===== config.mk =====
export PLATFORM = sky130hd
export DESIGN_NAME = top_level
export DESIGN_NICKNAME = d
export VERILOG_FILES = /design/src/rtl/top_level.sv
export SDC_FILE = /design/constraint.sdc
export NUM_CORES = 1
export LEC_CHECK = 0
export ABC_AREA = 1
export BUFFER_PORTS_ARGS = -buffer_cell sky130_fd_sc_hd__clkbuf_2
export CORE_MARGIN = 2
export CORE_UTILIZATION = 31
export CTS_BUF_LIST = sky130_fd_sc_hd__clkbuf_8
export DETAILED_ROUTE_END_ITERATION = 7
export PLACE_DENSITY = 0.53
export REMOVE_ABC_BUFFERS = 1
export SLEW_MARGIN = 10
export SYNTH_ARGS = -nofsm -noshare
export SYNTH_HDL_FRONTEND = slang
export SYNTH_HIERARCHICAL = 1
export SYNTH_SLANG_ARGS = --single-unit

===== constraint.sdc =====
create_clock -name clk -period 2.7 [get_ports clk]
set_input_delay 0.135 -clock clk [delete_from_list [all_inputs] [get_ports clk]]
set_output_delay 0.135 -clock clk [all_outputs]
set_load 0.01 [all_outputs]

===== src/rtl/top_level.sv =====
// Stopwatch SS.cc with debounced start/stop (button0) and clear (button1), on a multiplexed 4-digit 7-seg display.
// Build option: define LEADING_ZERO_BLANK_EN to blank the tens-of-seconds digit when it is zero.
module sw_debounce #(
    parameter int CYCLES = 4
) (
    input  logic clk,
    input  logic rst,
    input  logic level,
    output logic press
);
    localparam int CW = (CYCLES > 2) ? $clog2(CYCLES) : 1;

    logic          s1;
    logic          s2;
    logic          db;
    logic          armed;
    logic [1:0]    fill;
    logic [CW-1:0] cnt;
    logic          accept;

    assign accept = (s2 != db) && (cnt == CW'(CYCLES - 1));

    // fill marks when s2 carries a real button sample rather than a reset zero;
    // armed stays low until a genuine low level is seen, so a button held across reset never fires.
    always_ff @(posedge clk) begin
        if (rst) begin
            s1    <= 1'b0;
            s2    <= 1'b0;
            db    <= 1'b0;
            armed <= 1'b0;
            fill  <= 2'b00;
            cnt   <= '0;
            press <= 1'b0;
        end else begin
            s1   <= level;
            s2   <= s1;
            fill <= {fill[0], 1'b1};
            if (s2 == db || accept) begin
                cnt <= '0;
            end else begin
                cnt <= cnt + 1'b1;
            end
            if (accept) begin
                db <= s2;
            end
            press <= accept && s2 && armed;
            if (fill[1] && !s2 && !db) begin
                armed <= 1'b1;
            end
        end
    end
endmodule

module top_level #(
    parameter int CLK_HZ          = 100000000,
    parameter int TICK_DIV        = CLK_HZ / 100,
    parameter int DEBOUNCE_CYCLES = 1000000,
    parameter int SCAN_DIV        = 100000
) (
    input  logic       clk,
    input  logic       rst,
    input  logic       button0,
    input  logic       button1,
    output logic [6:0] seg,
    output logic [3:0] an
);
    localparam int PW = (TICK_DIV > 2) ? $clog2(TICK_DIV) : 1;
    localparam int SW = (SCAN_DIV > 2) ? $clog2(SCAN_DIV) : 1;

    typedef enum logic {
        STOPPED = 1'b0,
        RUNNING = 1'b1
    } state_t;

    state_t         state;
    state_t         state_next;
    logic           running;
    logic           p0;
    logic           p1;
    logic           tick;
    logic [PW-1:0]  presc;
    logic [3:0][3:0] count;
    logic [3:0][3:0] count_inc;
    logic           carry;
    logic [SW-1:0]  scan_cnt;
    logic [1:0]     scan_digit;
    logic [3:0]     cur_digit;
    logic [6:0]     cur_seg;

    function automatic logic [6:0] seg_pat(input logic [3:0] d);
        case (d)
            4'd0:    seg_pat = 7'b1000000;
            4'd1:    seg_pat = 7'b1111001;
            4'd2:    seg_pat = 7'b0100100;
            4'd3:    seg_pat = 7'b0110000;
            4'd4:    seg_pat = 7'b0011001;
            4'd5:    seg_pat = 7'b0010010;
            4'd6:    seg_pat = 7'b0000010;
            4'd7:    seg_pat = 7'b1111000;
            4'd8:    seg_pat = 7'b0000000;
            4'd9:    seg_pat = 7'b0010000;
            default: seg_pat = 7'b1111111;
        endcase
    endfunction

    sw_debounce #(.CYCLES(DEBOUNCE_CYCLES)) u_db0 (
        .clk   (clk),
        .rst   (rst),
        .level (button0),
        .press (p0)
    );

    sw_debounce #(.CYCLES(DEBOUNCE_CYCLES)) u_db1 (
        .clk   (clk),
        .rst   (rst),
        .level (button1),
        .press (p1)
    );

    always_ff @(posedge clk) begin
        if (rst) begin
            state <= STOPPED;
        end else begin
            state <= state_next;
        end
    end

    // Clear wins over start/stop when both pulses land in the same cycle.
    always_comb begin
        state_next = state;
        if (p1) begin
            state_next = STOPPED;
        end else if (p0) begin
            state_next = (state == STOPPED) ? RUNNING : STOPPED;
        end
    end

    always_comb begin
        running = (state == RUNNING);
    end

    assign tick = running && (presc == PW'(TICK_DIV - 1));

    always_comb begin
        count_inc = count;
        carry     = 1'b1;
        for (int i = 0; i < 4; i++) begin
            if (carry) begin
                if (count[i] == 4'd9) begin
                    count_inc[i] = 4'd0;
                end else begin
                    count_inc[i] = count[i] + 4'd1;
                    carry        = 1'b0;
                end
            end
        end
    end

    // A stop pulse coinciding with a tick still lets the tick land.
    always_ff @(posedge clk) begin
        if (rst || p1) begin
            presc <= '0;
            count <= '0;
        end else if (running) begin
            presc <= tick ? '0 : presc + 1'b1;
            if (tick) begin
                count <= count_inc;
            end
        end
    end

    always_comb begin
        cur_digit = count[scan_digit];
        cur_seg   = seg_pat(cur_digit);
`ifdef LEADING_ZERO_BLANK_EN
        if (scan_digit == 2'd3 && cur_digit == 4'd0) begin
            cur_seg = 7'b1111111;
        end
`endif
    end

    always_ff @(posedge clk) begin
        if (rst) begin
            scan_cnt   <= '0;
            scan_digit <= 2'd0;
            an         <= 4'b1111;
            seg        <= 7'b1111111;
        end else begin
            an  <= ~(4'b0001 << scan_digit);
            seg <= cur_seg;
            if (scan_cnt == SW'(SCAN_DIV - 1)) begin
                scan_cnt   <= '0;
                scan_digit <= scan_digit + 2'd1;
            end else begin
                scan_cnt <= scan_cnt + 1'b1;
            end
        end
    end
endmodule


==> flow_metrics.py <==
metrics = {
    "outcome": {
        "status": "finished, final reports clean",
    },
    "synth": {
        "synthArstFlopShare_pct": 0,
        "ys_seq_area_share_pct": 39.9,
        "synth.distinct_cells": 36,
        "synthCells": 876,
        "yosys.area.top_type_share_pct": 39.9,
        "syn_area_per_cell_um2": 6.93,
        "synth_seq_cells": 121,
        "yosysWarnings": 6,
        "synthTopCellsByArea": "dfxtp_1 (40%), nand2_1 (13%), nor2_1 (9.8%), inv_1 (6.7%), nand3_1 (4.4%)",
        "yosysMostFrequentCell": "nand2_1",
        "synth_edf_count": 0,
        "synth_area_mm2": 0.00607,
        "ys_top_cells_by_count": "nand2_1 (203), nor2_1 (158), dfxtp_1 (121)",
        "ys.flop_type": "dfxtp_1",
        "synth_area_leader_cell": "dfxtp_1",
    },
    "critical_path": {
        "cp-endpoint": "presc[6]$_SDFFE_PP0P_",
        "ff2ff_setup_slack_ps": 710,
        "worstReg2RegEnd": "presc[6]$_SDFFE_PP0P_",
        "cp-end-kind": "flip-flop",
        "startpoint": "presc[0]$_SDFFE_PP0P_",
        "cp.arrival_ps": 2370,
        "rr_startpoint": "presc[0]$_SDFFE_PP0P_",
        "r2r_cells": 8,
        "crit_required_ps": 3080,
        "critical_path.max_fanout": 15,
        "worstSetupStartpointType": "flip-flop",
        "crit_type": "reg2reg",
    },
    "drt": {
        "first_pass_iters": 4,
        "routed_wl_mm": 12.4,
        "via_per_inst": 4.35,
        "drc": 0,
        "vias": 5142,
        "ant_nets": 0,
        "wire_per_inst_um": 10.5,
        "drtIter0Drc": 299,
    },
    "clock_network": {
        "cts_buffers": 17,
        "cts_root_buf": "clkbuf_8",
        "cts_resized": 0,
        "htreeDepth": 4,
        "cts_buffer_depth": 2,
        "cts_setup_buffers": 0,
        "clkSinkCount": 121,
        "clk_pin_slew_ps": 70,
        "clk-insertion-delay-late_ps": 440,
        "cts_tree": "built",
    },
    "power_and_ir_drop": {
        "swShare_pct": 22.9,
        "power_frac_seq_pct": 51.2,
        "combPwrFrac_pct": 2.0,
        "powerDensity_mw_per_mm2": 516,
        "clkPwrFrac_pct": 46.7,
        "p_leak_nw": 2.55,
        "internal_power_mw": 2.72,
        "peakVddDrop_mv": 0.296,
        "p_switching_uw": 807,
        "p_total_mw": 3.53,
    },
    "sta": {
        "slew_headroom_pct": 44.6,
        "setup_tns_ps": 0,
        "period_share_pct": 73.8,
        "post-route-min-period_ps": 1990,
        "worst-slew-pin-transition_ps": 827,
        "finalClockSkew_ps": 11.9,
        "slew_violations": 0,
        "rsz0062_at_grt": "false",
        "fmax_ghz": 0.502,
        "timing.hold.ws_ps": 158,
        "final_hold_viol_count": 0,
        "setup_viol": 0,
    },
    "placement": {
        "portBuffers": 14,
        "placed_cell_area_mm2": 0.00642,
        "place.gp.congestion": 0.838,
        "dp_hpwl_mm": 9.00,
    },
    "finish": {
        "area_growth_pct": 12.6,
        "register_area_mm2": 0.00242,
        "nFillCells": 2074,
        "utilization_pct": 35.4,
        "diodes": 0,
        "nNetsFinal": 921,
        "drive_gt1_share_pct": 9.93,
        "final_area_mm2": 0.00684,
        "multi_input_area_mm2": 0.00314,
    },
    "grt": {
        "grt.overflow.total": 0,
        "grt_pass1_wl_mm": 21.8,
        "antenna_found_initial": 0,
        "track_usage_pct": 13.1,
        "grt_max_degree": 21,
        "grt_pass1_vias": 4783,
    },
    "floorplan": {
        "fp.coreArea_mm2": 0.0193,
        "die_w_um": 144,
        "die_h_um": 144,
        "start_util_pct": 31.4,
        "pin_count": 15,
        "rows": 51,
        "die_area_mm2": 0.0207,
    },
    "flow_run": {
        "maxCapViolCount": 0,
    },
    "worst_hold_path": {
        "hold_path_class": "in2reg",
    },
}
-- placed cells by master, fill, tap and decap left out, types with 4 or more instances in the layout --
master and instances:
nand3_1 54, clkbuf_2 14, nand4_1 25, nand3_2 7, inv_1 111, dfxtp_1 121
nor2_2 6, ha_1 13, xor2_1 25, or2_2 4, xnor2_1 10, nand2_2 7
nor3_1 17, o21ai_1 4, nor2_1 158, a21oi_1 45, inv_2 8, nor2_4 7
o21ai_0 23, clkbuf_8 17, nand2_1 203
-- cells by family after synthesis --
| kind of cell | count (synthesis) | share of synthesized area, % |
|---|---|---|
| buf+inv | 126 | 8.41 |
| simple gates | 500 | 36.4 |
| flops | 121 | 39.9 |
| fa+ha+maj | 13 | 2.68 |
| compound gates | 81 | 7.60 |
| xor+xnor | 35 | 5.05 |
-- through the flow --
step                      std cells  worst slack [ps]
after floorplan                 866               936
after detailed placement       1148               687
after global placement         1148               760
final                          1181               708
after global routing           1181               481
after CTS                      1181               676
-- how the worst min path moves through the flow --
stage / endpoint / depth (start not counted) / slack (ps) / startpoint
final: u_db0/fill[0]$_DFF_P_ / 3 / 160 / rst
after global routing: u_db0/fill[0]$_DFF_P_ / 3 / 140 / rst
after CTS: u_db0/fill[0]$_DFF_P_ / 3 / 120 / rst
after detailed placement: u_db0/s1$_SDFF_PP0_ / 3 / 340 / button0
after global placement: u_db0/s1$_SDFF_PP0_ / 3 / 350 / button0
after floorplan: u_db0/armed$_SDFFE_PP0P_ / 1 / 200 / rst
-- registers in the layout (all words and copies together), names as in the netlist, 4 cells and up --
name       count
an             4
scan_cnt      17
presc         20
seg            7
count         16
u_db0/cnt     20
u_db1/cnt     20
-- critical path, cell delays in order (launching register included) --
cell and delay (ps):
dfxtp_1 340, ha_1 240, nand3_2 110, nor2_4 50, nand3_2 80, nor2_4 80, nor2_1 640, o21ai_0 230
a21oi_1 160
-- repair_timing --
action | in CTS | in global routing
hold endpoints to repair | 2 | 0
hold buffers | 2 | 0
endpoints found under the setup margin | 0 | 0
-- per-layer routing --
| layer | part of all wire, % | vias to the layer above | track usage [%] |
|---|---|---|---|
| li1 | - | 2818 | - |
| met1 | 51 | 2238 | 17.0 |
| met2 | 44 | 68 | 20.3 |
| met3 | 3.4 | 18 | 3.84 |
| met4 | 2.0 | 0 | 5.47 |
| met5 | 0 | - | 0 |
-- power groups by stage --
stage,logic (mW),clock network [mW],registers [mW]
2_1_floorplan,0.0397,0,1.85
4_1_cts,0.0731,1.71,1.81
6_report,0.0717,1.65,1.81
3_5_place_dp,0.0711,0,1.85
3_3_place_gp,0.0712,0,1.85
5_1_grt,0.0828,1.78,1.81
-- layout make-up --
type / count / share of cell area, %
repair buffers: 19 / 1.65
clock inverters: 14 / 2.34
clock buffers: 17 / 3.42
inverters: 116 / 6.37
multi-input cells: 629 / 45.9
well taps: 265 / 4.85
flip-flops and latches: 121 / 35.4
No activity file was read; power rests on OpenSTA's default activity.
